[config.mk]
export PLATFORM = sky130hd
export DESIGN_NAME = queue_controller
export DESIGN_NICKNAME = d
export VERILOG_FILES = /design/src/rtl/queue_controller.sv
export SDC_FILE = /design/constraint.sdc
export NUM_CORES = 1
export LEC_CHECK = 0
export ABC_AREA = 1
export ABC_CLOCK_PERIOD_IN_PS = 1400
export CAP_MARGIN = 0
export CORE_MARGIN = 1.5
export CORE_UTILIZATION = 41
export DETAILED_ROUTE_END_ITERATION = 8
export PLACE_DENSITY = 0.73
export SYNTH_ARGS = -nofsm -noshare
export SYNTH_HDL_FRONTEND = slang
export SYNTH_SLANG_ARGS = --single-unit
[constraint.sdc]
create_clock -name clk -period 1.4 [get_ports clk]
set_clock_uncertainty 0.05 [all_clocks]
set_input_delay 0.14 -clock clk [delete_from_list [all_inputs] [get_ports clk]]
set_output_delay 0.14 -clock clk [all_outputs]
set_load 0.02 [all_outputs]
[src/rtl/queue_controller.sv]
// queue_controller: samples the arrival/departure buttons on the slow tick,
// arbitrates them into the 3-bit people count and runs a registered wait-time
// ROM lookup whenever the count or the teller count changes.
// Optional feature macro: QCTRL_COUNTDOWN_EN builds a wait-time countdown
// register behind wremain; without it wremain mirrors wtime.
module queue_controller #(
    parameter int MAX_COUNT = 7
) (
    input  logic       clk,
    input  logic       reset,
    input  logic       tick,
    input  logic       push_up,
    input  logic       push_down,
    input  logic [1:0] Tcount,
    output logic [2:0] count,
    output logic       full,
    output logic       empty,
    output logic       reject,
    output logic       busy,
    output logic [4:0] rom_addr,
    output logic       rom_en,
    input  logic [4:0] rom_data,
    output logic [4:0] wtime,
    output logic       wtime_valid,
    output logic [4:0] wremain
);

    localparam logic [2:0] MAX_C = 3'(MAX_COUNT);

    typedef enum logic [1:0] {IDLE, LOOKUP, CAPTURE} state_t;

    state_t     state, state_next;
    logic [1:0] tcount_q;
    logic       up_prev, dn_prev;
    logic       pending_up, pending_dn, pending_t;
    logic [1:0] pending_tv;
    logic       init_req;

    logic       up_edge, dn_edge, t_edge;
    logic       eff_up, eff_dn, eff_t, any_pend;
    logic [1:0] new_t;
    logic [2:0] count_next;
    logic [1:0] tq_next;
    logic       reject_next;
    logic       go;

    // Raw tick-qualified events; pending flags replay events that arrived while busy
    assign up_edge  = tick & push_up & ~up_prev;
    assign dn_edge  = tick & push_down & ~dn_prev;
    assign t_edge   = tick & (Tcount != tcount_q);
    assign eff_up   = up_edge | pending_up;
    assign eff_dn   = dn_edge | pending_dn;
    assign eff_t    = t_edge | pending_t;
    assign new_t    = t_edge ? Tcount : pending_tv;
    assign any_pend = pending_up | pending_dn | pending_t;

    assign full     = (count == MAX_C);
    assign empty    = (count == 3'd0);
    assign busy     = (state != IDLE);
    assign rom_en   = (state == LOOKUP);
    assign rom_addr = {tcount_q, count};

    // Arbitration, saturation and next-state selection
    always_comb begin
        count_next  = count;
        tq_next     = tcount_q;
        reject_next = 1'b0;
        go          = 1'b0;
        state_next  = state;
        case (state)
            IDLE: begin
                if (eff_up && !eff_dn) begin
                    if (count == MAX_C) reject_next = 1'b1;
                    else                count_next  = count + 3'd1;
                end else if (eff_dn && !eff_up) begin
                    if (count == 3'd0) reject_next = 1'b1;
                    else               count_next  = count - 3'd1;
                end
                if (eff_t) tq_next = new_t;
                go = (count_next != count) | (tq_next != tcount_q) | init_req | any_pend;
                if (go) state_next = LOOKUP;
            end
            LOOKUP:  state_next = CAPTURE;
            CAPTURE: state_next = IDLE;
            default: state_next = IDLE;
        endcase
    end

    // State, count, pending events and captured wait time
    always_ff @(posedge clk) begin
        if (reset) begin
            state       <= IDLE;
            count       <= 3'd0;
            tcount_q    <= 2'd0;
            up_prev     <= 1'b0;
            dn_prev     <= 1'b0;
            pending_up  <= 1'b0;
            pending_dn  <= 1'b0;
            pending_t   <= 1'b0;
            pending_tv  <= 2'd0;
            init_req    <= 1'b1;
            reject      <= 1'b0;
            wtime       <= 5'd0;
            wtime_valid <= 1'b0;
        end else begin
            state  <= state_next;
            reject <= reject_next;
            if (tick) begin
                up_prev <= push_up;
                dn_prev <= push_down;
            end
            if (state == IDLE) begin
                count      <= count_next;
                tcount_q   <= tq_next;
                pending_up <= 1'b0;
                pending_dn <= 1'b0;
                pending_t  <= 1'b0;
                if (go) begin
                    init_req    <= 1'b0;
                    wtime_valid <= 1'b0;
                end
            end else begin
                if (up_edge) pending_up <= 1'b1;
                if (dn_edge) pending_dn <= 1'b1;
                if (t_edge) begin
                    pending_t  <= 1'b1;
                    pending_tv <= Tcount;
                end
            end
            if (state == CAPTURE) begin
                wtime       <= rom_data;
                wtime_valid <= 1'b1;
            end
        end
    end

`ifdef QCTRL_COUNTDOWN_EN
    logic [4:0] wremain_r;

    // Countdown reloads on every capture and decrements once per idle tick
    always_ff @(posedge clk) begin
        if (reset)                                         wremain_r <= 5'd0;
        else if (state == CAPTURE)                         wremain_r <= rom_data;
        else if (state == IDLE && tick && wremain_r != 0)  wremain_r <= wremain_r - 5'd1;
    end

    assign wremain = wremain_r;
`else
    assign wremain = wtime;
`endif

endmodule

==> metrics.cfg <==
[outcome]
status=finished with violations
violations=negative setup slack

[yosys]
postSynthCellCount=161
synth-seq-cells=22
ys_warn_count=0
synth_nets=176
syn_area_um2=1170
yosysSeqAreaShare_pct=37.6
yosys-top-cells-area=dfxtp_1, nand2_1, inv_1
yosys.area.top_type=dfxtp_1
syn_area_per_cell_um2=7.27
synth.distinct_cells=25
yosysTopAreaCellShare_pct=37.6

[routing]
dr.first_iter.drc_count=22
dr.pass1.iters=4
drc_errors=0
routed_wl_um=3050
drtAntennaViolNets=0
avgRoutedWirePerCell_um=11.9
routed_via_density=4.83
vias=1237

[place]
dp_hpwl_um=2330
globalplace.congestion=0.747
port_buffers=35
placedCellCount=247

[timing]
maxSlewViolCount=0
fin_setup_tns_ns=-0.188
fin_crit_ns=1.50
slew_headroom_pct=80.3
worst_slew_pin_slew_ns=0.294
rsz0062_at_grt=yes
worst_slack_ns=-0.104
period_share_pct=107
hold_viol=0
setup_viol=3
max_freq_mhz=665

[layout]
final_layout_size_suffix_gt1_share_pct=43.1
finalNonFillerCells=256
antenna_cells=0
fin_nets=241
area_growth_pct=58.6
regArea_um2=454
multi_input_area_um2=688
fill_cells=252

[worst_setup_path]
critPathCapture=wtime_valid
setup.worst_path.start_class=register
reg2reg_to=wtime_valid
r2r_slack_ns=-0.10
path_class=reg -> reg
critPathCaptureType=register
cp_data_arrival_time_ns=1.67
worst_r2r_startpoint=tcount_q[1]
worstRegToRegCells=13
worstPathRequired_ns=1.56
critPathLaunch=tcount_q[1]
crit_fanout=6

[clocking]
clockBufferDepth=2
hold_buffers=0
cts_sinks=22
cts_buffers=3
insertion_delay_ns=0.31
root_buffer=clkbuf_4
tritoncts=built
clk_pin_slew_ns=0.12
h-tree-depth=1

[pwr]
p_per_area_nw_per_um2=1170
power_frac_comb_pct=50.3
p_int_mw=1.32
power_frac_clock_pct=13.7
p_seq_share_pct=36.0
power_leakage_nw=0.954
swShare_pct=39.2
vdd_drop_max_mv=0.916
p_sw_uw=850

[floorplanning]
fp.dieH_um=56.4
pin_count=36
dieArea_um2=3180
design.core.area_um2=2730
rows=19
die_w_um=56.4
initial_core_util_pct=42.8

[run]
maxCapViolCount=0

[global_routing]
antenna_found_initial=0
grt_usage_pct=19.3
grt_max_degree=13
grt_overflow=0
grt_pass1_vias=1147
grt_pass1_wl_um=4910

[hold_path]
worstHoldPathType=in -> reg

what timing repair did:
item / in CTS / in global routing
endpoints found under the hold margin: 0 / 0
endpoints found under the setup margin: 29 / 14
setup buffers: 3 / 2
pin swaps: 4 / 11
resized for setup: 48 / 31
cell families after synthesis:
family                     Yosys count  share of synthesized area, %
AOI/OAI and AO/OA                   29                          14.5
adders and majority gates            3                          3.21
buffers and inverters               31                          13.2
DFF                                 22                          37.6
and+or+nand+nor                     76                          31.4
worst max-delay path, stage by stage, from the launching register on:
cell and delay [ns]:
dfxtp_2 0.37, inv_2 0.04, nand2_1 0.05, nand2_1 0.07, nand2_2 0.11, nand2_4 0.10, nand2_4 0.12, nand3_2 0.10
nor2_2 0.12, nor2_2 0.06, nand2_1 0.06, nand2_1 0.05, nand2_1 0.07, a21oi_2 0.05
power by group through the flow:
| stage | registers (mW) | logic, mW | clock network [mW] |
|---|---|---|---|
| global placement | 0.788 | 1.02 | 0 |
| floorplan | 0.851 | 0.518 | 0 |
| detailed placement | 0.792 | 1.04 | 0 |
| global route | 0.792 | 1.18 | 0.333 |
| CTS | 0.775 | 1.03 | 0.303 |
| finish | 0.780 | 1.09 | 0.297 |
worst min path at each step:
stage | startpoint | end | slack, ns | cells past startpoint
2_1_floorplan | reset | wtime_valid | 0.15 | 1
3_3_place_gp | pending_tv[1] | pending_tv[1] | 0.41 | 2
3_5_place_dp | pending_tv[1] | pending_tv[1] | 0.41 | 2
4_1_cts | tick | up_prev | 0.27 | 3
5_1_grt | tick | up_prev | 0.29 | 3
6_report | tick | up_prev | 0.26 | 3
registers in the layout, summed over array words and instances, names as in the netlist:
name / count
dn_prev: 1
init_req: 1
pending_tv: 2
pending_up: 1
reject: 1
tcount_q: 2
wtime_valid: 1
pending_dn: 1
count: 3
wremain: 5
state: 2
pending_t: 1
up_prev: 1
cell type report:
cell class	count	area share (%)
Tap cell	31	2.09
Inverter	22	4.72
Timing Repair Buffer	69	30.2
Sequential cell	22	24.5
Multi-Input combinational cell	108	37.1
Clock buffer	3	1.21
Clock inverter	1	0.202
placed cells by master, fill, tap and decap left out, types with 3 or more instances in the layout:
master and instances:
a21oi_1 7, buf_2 4, buf_4 36, clkbuf_4 3, clkdlybuf4s50_1 10, dfxtp_1 15, dfxtp_2 5, dlygate4sd2_1 17
inv_1 14, inv_2 6, nand2_1 21, nand2_2 11, nand2_4 7, nand3_1 6, nand3_2 3, nor2_1 15
nor2_2 7, nor2_4 4, o21ai_0 7, o21ai_1 3, o22ai_1 4
cell usage after synthesis (all sizes together):
master	instances
buf	9
nand4	1
o21ai	11
nand3	9
o41ai	1
dfxtp	22
a211oi	1
nor2	26
a21oi	9
nor3	1
o31ai	1
o22ai	4
o2111ai	1
ha	3
nand2	39
o221ai	1
inv	22
metrics by stage:
stage          total power, mW  setup WS, ns  util (%)  cell area [um2]  hold slack (ns)
2_1_floorplan             1.37        -0.159         -             1200            0.152
3_3_place_gp              1.81        -0.371      63.5             1740            0.405
3_5_place_dp              1.84        -0.459      63.5             1740            0.406
4_1_cts                   2.10        -0.110      65.5             1790            0.267
5_1_grt                   2.31        -0.228      67.9             1860            0.292
6_report                  2.17        -0.104      67.9             1860            0.263
metal layers:
layer | global-route usage (%) | vias up | share of wire, %
met2 | 35.3 | 25 | 54
met5 | 0 | - | 0
met1 | 22.8 | 563 | 41
met3 | 2.53 | 6 | 2.8
met4 | 6.80 | 0 | 1.9
li1 | - | 643 | -
No activity file was read; power rests on OpenSTA's default activity.
